### config.mk
export PLATFORM = sky130hd
export DESIGN_NAME = tea_decrypt
export DESIGN_NICKNAME = d
export VERILOG_FILES = /design/src/rtl/tea_decrypt.sv
export SDC_FILE = /design/constraint.sdc
export NUM_CORES = 1
export LEC_CHECK = 0
export ABC_AREA = 1
export BUFFER_PORTS_ARGS = -buffer_cell sky130_fd_sc_hd__buf_2
export CELL_PAD_IN_SITES_DETAIL_PLACEMENT = 0
export CELL_PAD_IN_SITES_GLOBAL_PLACEMENT = 1
export CORE_AREA = 2 2 247 249
export DETAILED_ROUTE_END_ITERATION = 10
export DIE_AREA = 0 0 249 251
export PLACE_DENSITY = 0.88
export SLEW_MARGIN = 20
export SYNTH_ARGS = -nofsm -noshare
export SYNTH_HDL_FRONTEND = slang
export SYNTH_SLANG_ARGS = --single-unit
### constraint.sdc
create_clock -name clk -period 17.1 [get_ports clk]
set_clock_uncertainty 0.05 [all_clocks]
set_input_delay 1.71 -clock clk [delete_from_list [all_inputs] [get_ports clk]]
set_output_delay 1.71 -clock clk [all_outputs]
set_load 0.01 [all_outputs]
### src/rtl/tea_decrypt.sv
// Iterative TEA block decryptor: one round per clock, 32 rounds per block, valid/ready on both sides.
// Optional job cancel input is compiled in when TEA_DEC_ABORT_EN is defined.
module tea_decrypt (
    input  logic         clk,
    input  logic         rst,
    input  logic         in_valid,
    output logic         in_ready,
    input  logic [63:0]  ciphertext,
    input  logic [127:0] key,
    output logic         out_valid,
    input  logic         out_ready,
    output logic [63:0]  plaintext,
    output logic         busy
`ifdef TEA_DEC_ABORT_EN
    ,
    input  logic         abort
`endif
);

    localparam logic [31:0] DELTA    = 32'h9E37_79B9;
    localparam logic [31:0] SUM_INIT = 32'hC6EF_3720;

    typedef enum logic [1:0] {
        IDLE,
        RUN,
        DONE
    } state_t;

    state_t       state_q;
    logic [31:0]  y_q;
    logic [31:0]  z_q;
    logic [31:0]  sum_q;
    logic [4:0]   ctr_q;
    logic [127:0] key_q;
    logic         out_valid_q;
    logic [63:0]  plaintext_q;

    logic [31:0]  y_d;
    logic [31:0]  z_d;
    logic [31:0]  sum_d;
    logic         abort_req;

`ifdef TEA_DEC_ABORT_EN
    assign abort_req = abort;
`else
    assign abort_req = 1'b0;
`endif

    // Cancel outranks acceptance, so the block never offers readiness while abort is asserted.
    assign in_ready  = (state_q == IDLE) && !rst && !abort_req;
    assign busy      = (state_q != IDLE);
    assign out_valid = out_valid_q;
    assign plaintext = plaintext_q;

    // One full decryption round; z' feeds y' within the same cycle.
    always_comb begin
        logic [31:0] k0, k1, k2, k3;
        k0    = key_q[127:96];
        k1    = key_q[95:64];
        k2    = key_q[63:32];
        k3    = key_q[31:0];
        z_d   = z_q - (((y_q << 4) + k2) ^ (y_q + sum_q) ^ ((y_q >> 5) + k3));
        y_d   = y_q - (((z_d << 4) + k0) ^ (z_d + sum_q) ^ ((z_d >> 5) + k1));
        sum_d = sum_q - DELTA;
    end

    always_ff @(posedge clk) begin
        if (rst) begin
            // NOTE: datapath and key registers are cleared too, so no key material survives a reset.
            state_q     <= IDLE;
            y_q         <= '0;
            z_q         <= '0;
            sum_q       <= '0;
            ctr_q       <= '0;
            key_q       <= '0;
            out_valid_q <= 1'b0;
            plaintext_q <= '0;
        end else if (abort_req && state_q != IDLE) begin
            state_q     <= IDLE;
            out_valid_q <= 1'b0;
            plaintext_q <= '0;
        end else begin
            case (state_q)
                IDLE: begin
                    if (in_valid && in_ready) begin
                        y_q     <= ciphertext[63:32];
                        z_q     <= ciphertext[31:0];
                        key_q   <= key;
                        sum_q   <= SUM_INIT;
                        ctr_q   <= 5'd31;
                        state_q <= RUN;
                    end
                end
                RUN: begin
                    y_q   <= y_d;
                    z_q   <= z_d;
                    sum_q <= sum_d;
                    ctr_q <= ctr_q - 5'd1;
                    if (ctr_q == 5'd0) begin
                        state_q     <= DONE;
                        out_valid_q <= 1'b1;
                        plaintext_q <= {y_d, z_d};
                    end
                end
                DONE: begin
                    if (out_ready) begin
                        state_q     <= IDLE;
                        out_valid_q <= 1'b0;
                    end
                end
                default: begin
                    state_q     <= IDLE;
                    out_valid_q <= 1'b0;
                end
            endcase
        end
    end

endmodule

---- Yosys cells after proc, flatten, opt, wreduce, memory -nomap -nowiden ----
Index checks and enable logic that the tools add are counted.
storage, ports and cells
  input port bits ......................... 196
  output and inout port bits .............. 67
  register bits ........................... 296
  logic and storage cells ................. 55
cells by class
  add/subtract/negate cells ............... 10
  reduce and logical (&&, ||, !) cells .... 12
  eq/ne operators ......................... 5
  muxes and demuxes ....................... 15
  bitwise operators ....................... 5
operators with widths
  kind                      number
  $pmux W32 S2              3
  $add A32 B32 Y32          4
  $xor A32 B32 Y32          4
  $mux W32                  3
  $add A27 B32 Y32          2
  $sub A32 B32 Y32          2
  $sub A32 B32 Y32 const B  1
  $pmux W5 S2               1
  $mux W2                   3
  $pmux W2 S3               1
  $reduce_and A2 Y1         3
  $reduce_and A3 Y1         2
  $logic_not A5 Y1          1
  $mux W5                   1
  $sub A5 B1 Y5 const B     1
  $ne A2 B2 Y1 const B      2
  $reduce_bool A2 Y1        2
  $pmux W1 S3               1
  $eq A2 B1 Y1 const B      1
  $eq A2 B2 Y1 const B      1
  $logic_and A1 B1 Y1       2
  $logic_not A2 Y1          1
  $mux W1                   2
  $ne A2 B1 Y1 const B      1
  other kinds (2)           2

---- Longest topological paths before layout ----
  depth in word-level cells ............... 9
  depth in mapped cells ................... 55
  mapped depth without buffers ............ 55

---- Worst setup path after synthesis ----
No wires, ideal clock.
  path kind ............................... reg-to-reg
  start ................................... reg y_q[1]
  end ..................................... reg plaintext_q[62] (netlist: plaintext[62])
  cell stages (with the launch flop) ...... 47
  arrival time ............................ 6.908 ns
  path slack .............................. 10.025 ns
  buffers on the path ..................... 0
  setup time .............................. 0.116 ns
  clock period less this slack ............ 7.075 ns
  cells stage by stage .................... dfxtp_1 inv_1 fa_1 o21ai_1 a21oi_1 o21bai_2 a21oi_1 o21bai_1 nand2_1 nand2_1 a21oi_1 o21ai_0 xor2_1 xor2_1 ha_1 nand2_1 inv_1 nand3_1 (+11 left out) inv_1 o221ai_1 a21oi_1 nand2_1 xor2_1 xnor3_1 ha_1 inv_1 nor2_1 nor2_1 nor2_1 a2111oi_0 o31ai_1 or2_2 nand2_1 nand2_1 o211ai_1 inv_1
between the ends
  cells in the longest elaborated chain, start to end .. 8
  elaborated cells on any way between the ends .. 11
RTL lines
  element                          line  text
  start, declared                  30    logic [31:0] y_q;
  start signal, assigned           86    y_q <= ciphertext[63:32];
  start signal, assigned           95    y_q <= y_d;
  $add A32 B32 Y32                 62    z_d = z_q - (((y_q << 4) + k2) ^ (y_q + sum_q) ^ ((y_q >> 5) + k3));
  $xor A32 B32 Y32 * (2 in a row)  62
  $sub A32 B32 Y32 *               62
  net z_d[26]                      39    logic [31:0] z_d;
  $add A32 B32 Y32                 63    y_d = y_q - (((z_d << 4) + k0) ^ (z_d + sum_q) ^ ((z_d >> 5) + k1));
  $xor A32 B32 Y32                 63
  $xor A32 B32 Y32 *               63
  $sub A32 B32 Y32 *               63
  end signal, assigned             102   plaintext_q <= {y_d, z_d};
  end, declared                    36    logic [63:0] plaintext_q;
Mark *: on every way through the listed nets, which the timed path passes. The rest lies on a longest branch.
A chain may end at the register's enable or synchronous reset.

---- Worst setup path in the final report ----
Same ends and word-level chain as after synthesis.

==> summary.md <==
| Metric | Value |
|---|---|
| Per-cell routed wire length | `18.93 µm` |
| Total Negative Setup Slacks | `0 ns` |
| DR vias | `24344` |
| Top Ports | `263` |
| Post-CTS Setup Inserts | `0` |
| Register area share after synthesis | `24.45%` |
| GPL Wtd Cong | `0.9560` |
| Fin area | `27590 µm²` |
| Core area | `59790 µm²` |
| Largest net degree at the start of global routing | `121` |
| Status | `complete, no violations` |
| First-pass GRT wire length | `131000 µm` |
| CTS buffer count | `36` |
| Chip height | `251 µm` |
| Max clock buf depth | `3` |
| Post-CTS Resized | `0` |
| Maximum operating frequency | `105.0 MHz` |
| Post-synth EDFFs | `0` |
| Yosys reg bits | `296` |
| Period utilisation layout | `55.70%` |
| Largest stage delay on the critical path | `0.68 ns` |
| Top FF cell, synth | `dfxtp_1` |
| Max_slew headroom | `26.01%` |
| Root buffer cell | `clkbuf_16` |
| H-Tree Depth | `2` |
| Total GRT Usage | `26.68%` |
| Min-delay worst type | `flop to flop` |
| Slowest CP cell | `xor2_1` |
| Synthesized area | `24240 µm²` |
| Share of cells above drive strength 1 | `12.26%` |
| Final Util | `46.14%` |
| Port Buffers | `262` |
| Final WL | `85530 µm` |
| Max Cap Viol | `0` |
| Unrepaired setup endpoints after global routing | `false` |
| N_diodes | `0` |
| Residual DRC | `0` |
| Clock latency on the worst-skew pair | `0.57 ns` |
| Leading cell type in the layout, fill and taps excluded | `nand2_1` |
| Arrival time at the worst endpoint | `9.94 ns` |
| DR vias/cell | `5.388` |
| Clock sinks | `296` |
| Row cnt | `90` |
| Worst Setup Path Type | `flop to flop` |
| DR pass1 iterations | `6` |
| Area after DPL | `26370 µm²` |
| Final setup vio count | `0` |
| Gr busiest metal | `met2` |
| DR iter-0 viols | `2029` |
| Clk pin slew, worst setup/hold paths | `0.06 ns` |
| Met3 Track Usage GR | `3.251%` |
| DP Worst Slack | `7.826 ns` |
| M2 GR Usage | `41.45%` |
| GR Overflow Total | `0` |
| Syn Inst Count | `3486` |
| Initial antenna violation count | `0` |
| Syn_nets | `3933` |
| Hpwl dp | `67890 µm` |
| Synth warn | `0` |
| CP required | `17.52 ns` |
| Netlist cell types | `61` |
| Full die area | `62500 µm²` |
| Type of origin of the critical path | `flop` |
| GR Util met1 | `38.51%` |
| DIE WIDTH | `249 µm` |
| Initial Utilization | `40.53%` |
| Final worst setup slack | `7.576 ns` |
| Crit-path max FO | `6` |
| Fraction of registers with async set/reset | `0%` |
| Worst reg2reg path depth | `39` |
| Post-route antenna net violation count | `0` |
| Tmin final | `9.524 ns` |
| CTS Hold Bufs | `0` |
| Slew Limit Fails | `0` |
| Area Overhead vs Synth | `13.83%` |
| Syn Area/Cell | `6.952 µm²` |
| Setup crit end kind | `flop` |
| Most frequent cells in the layout | `nand2_1 (909), inv_1 (324), dfxtp_1 (296)` |
| Number of global-route vias before repair | `23043` |
| Most used cell, CP | `a21oi_1` |
| NumNets Final | `4156` |
| WHS Path Cells | `2` |
| CTS tree | `built` |
| Slew @ Worst Pin | `1.106 ns` |
| Endpoints failing hold | `0` |
==> logic make-up (layout without fill, tap and decap cells) <==
| kind of cell | count (synthesis) | in the layout | synth area share, % |
|---|---|---|---|
| AND/OR/NAND/NOR | 1416 | 1416 | 24.36 |
| AO/OA/AOI/OAI | 748 | 748 | 18.84 |
| buffers and inverters | 442 | 692 | 6.882 |
| XOR/XNOR | 333 | 333 | 12.26 |
| flip-flops | 296 | 296 | 24.45 |
| adder cells (fa/ha/maj) | 251 | 251 | 13.21 |
==> routing by layer <==
metal | part of all wire, % | wire length, µm
met4 | 2.8 | 2418
met2 | 43 | 36690
met5 | 0 | 0
met1 | 48 | 40880
met3 | 6.5 | 5548
==> cell type report <==
type	instances	area, µm²
Fill cell	6201	32210
Timing Repair Buffer	287	1501
Clock inverter	19	205.2
Clock buffer	46	1010
Inverter	340	1286
Multi-Input combinational cell	2748	16680
Tap cell	782	978.4
Sequential cell	296	5926
==> worst paths after layout <==
check	startpoint	endpoint	slack (ns)
worst max-delay path	y_q[1]	plaintext[62]	7.58
worst min-delay path	plaintext[1]	plaintext[1]	0.41
worst max register to register	y_q[1]	plaintext[62]	7.58
worst min register to register	plaintext[1]	plaintext[1]	0.41
==> worst max-delay path: cells and delay by family (launching register included) <==
kind / cells / cell delay (ns)
DFF: 1 / 0.48
adders and majority gates: 4 / 1.60
AOI/OAI and AO/OA: 20 / 4.11
and+or+nand+nor: 8 / 1.39
buffers and inverters: 2 / 0.20
xor gates and xnor gates: 5 / 1.56
==> stage by stage <==
| stage | std cells | hold WS, ns |
|---|---|---|
| global route | 4518 | 0.4323 |
| CTS | 4518 | 0.4122 |
| finish | 4518 | 0.4094 |
| global placement | 4453 | 0.4021 |
| floorplan | 3486 | 0.3953 |
| detailed placement | 4453 | 0.4040 |
==> state kept, by name, indices dropped and copies added (netlist names) <==
register,flops
ctr_q,5
key_q,128
state_q,2
z_q,32
sum_q,32
y_q,32
plaintext,64
out_valid,1
==> synth_stat cells (all sizes together), types with 18 or more instances <==
master,count,share of area (%)
nand2,929,15
inv,339,5.3
dfxtp,296,24
a21oi,276,6.0
ha,243,13
nand3,221,4.7
xor2,217,7.8
o21ai,183,4.1
nor2,175,2.8
xnor2,112,4.0
a31oi,97,2.5
clkbuf,93,1.4
o21bai,64,2.0
nor3,36,0.74
nand4,27,0.70
a21o,19,0.59
a211oi,18,0.58
Power is left out: the tool's default activity adds up to more than one toggle a clock period on the data nets, which glitch-free logic cannot reach.
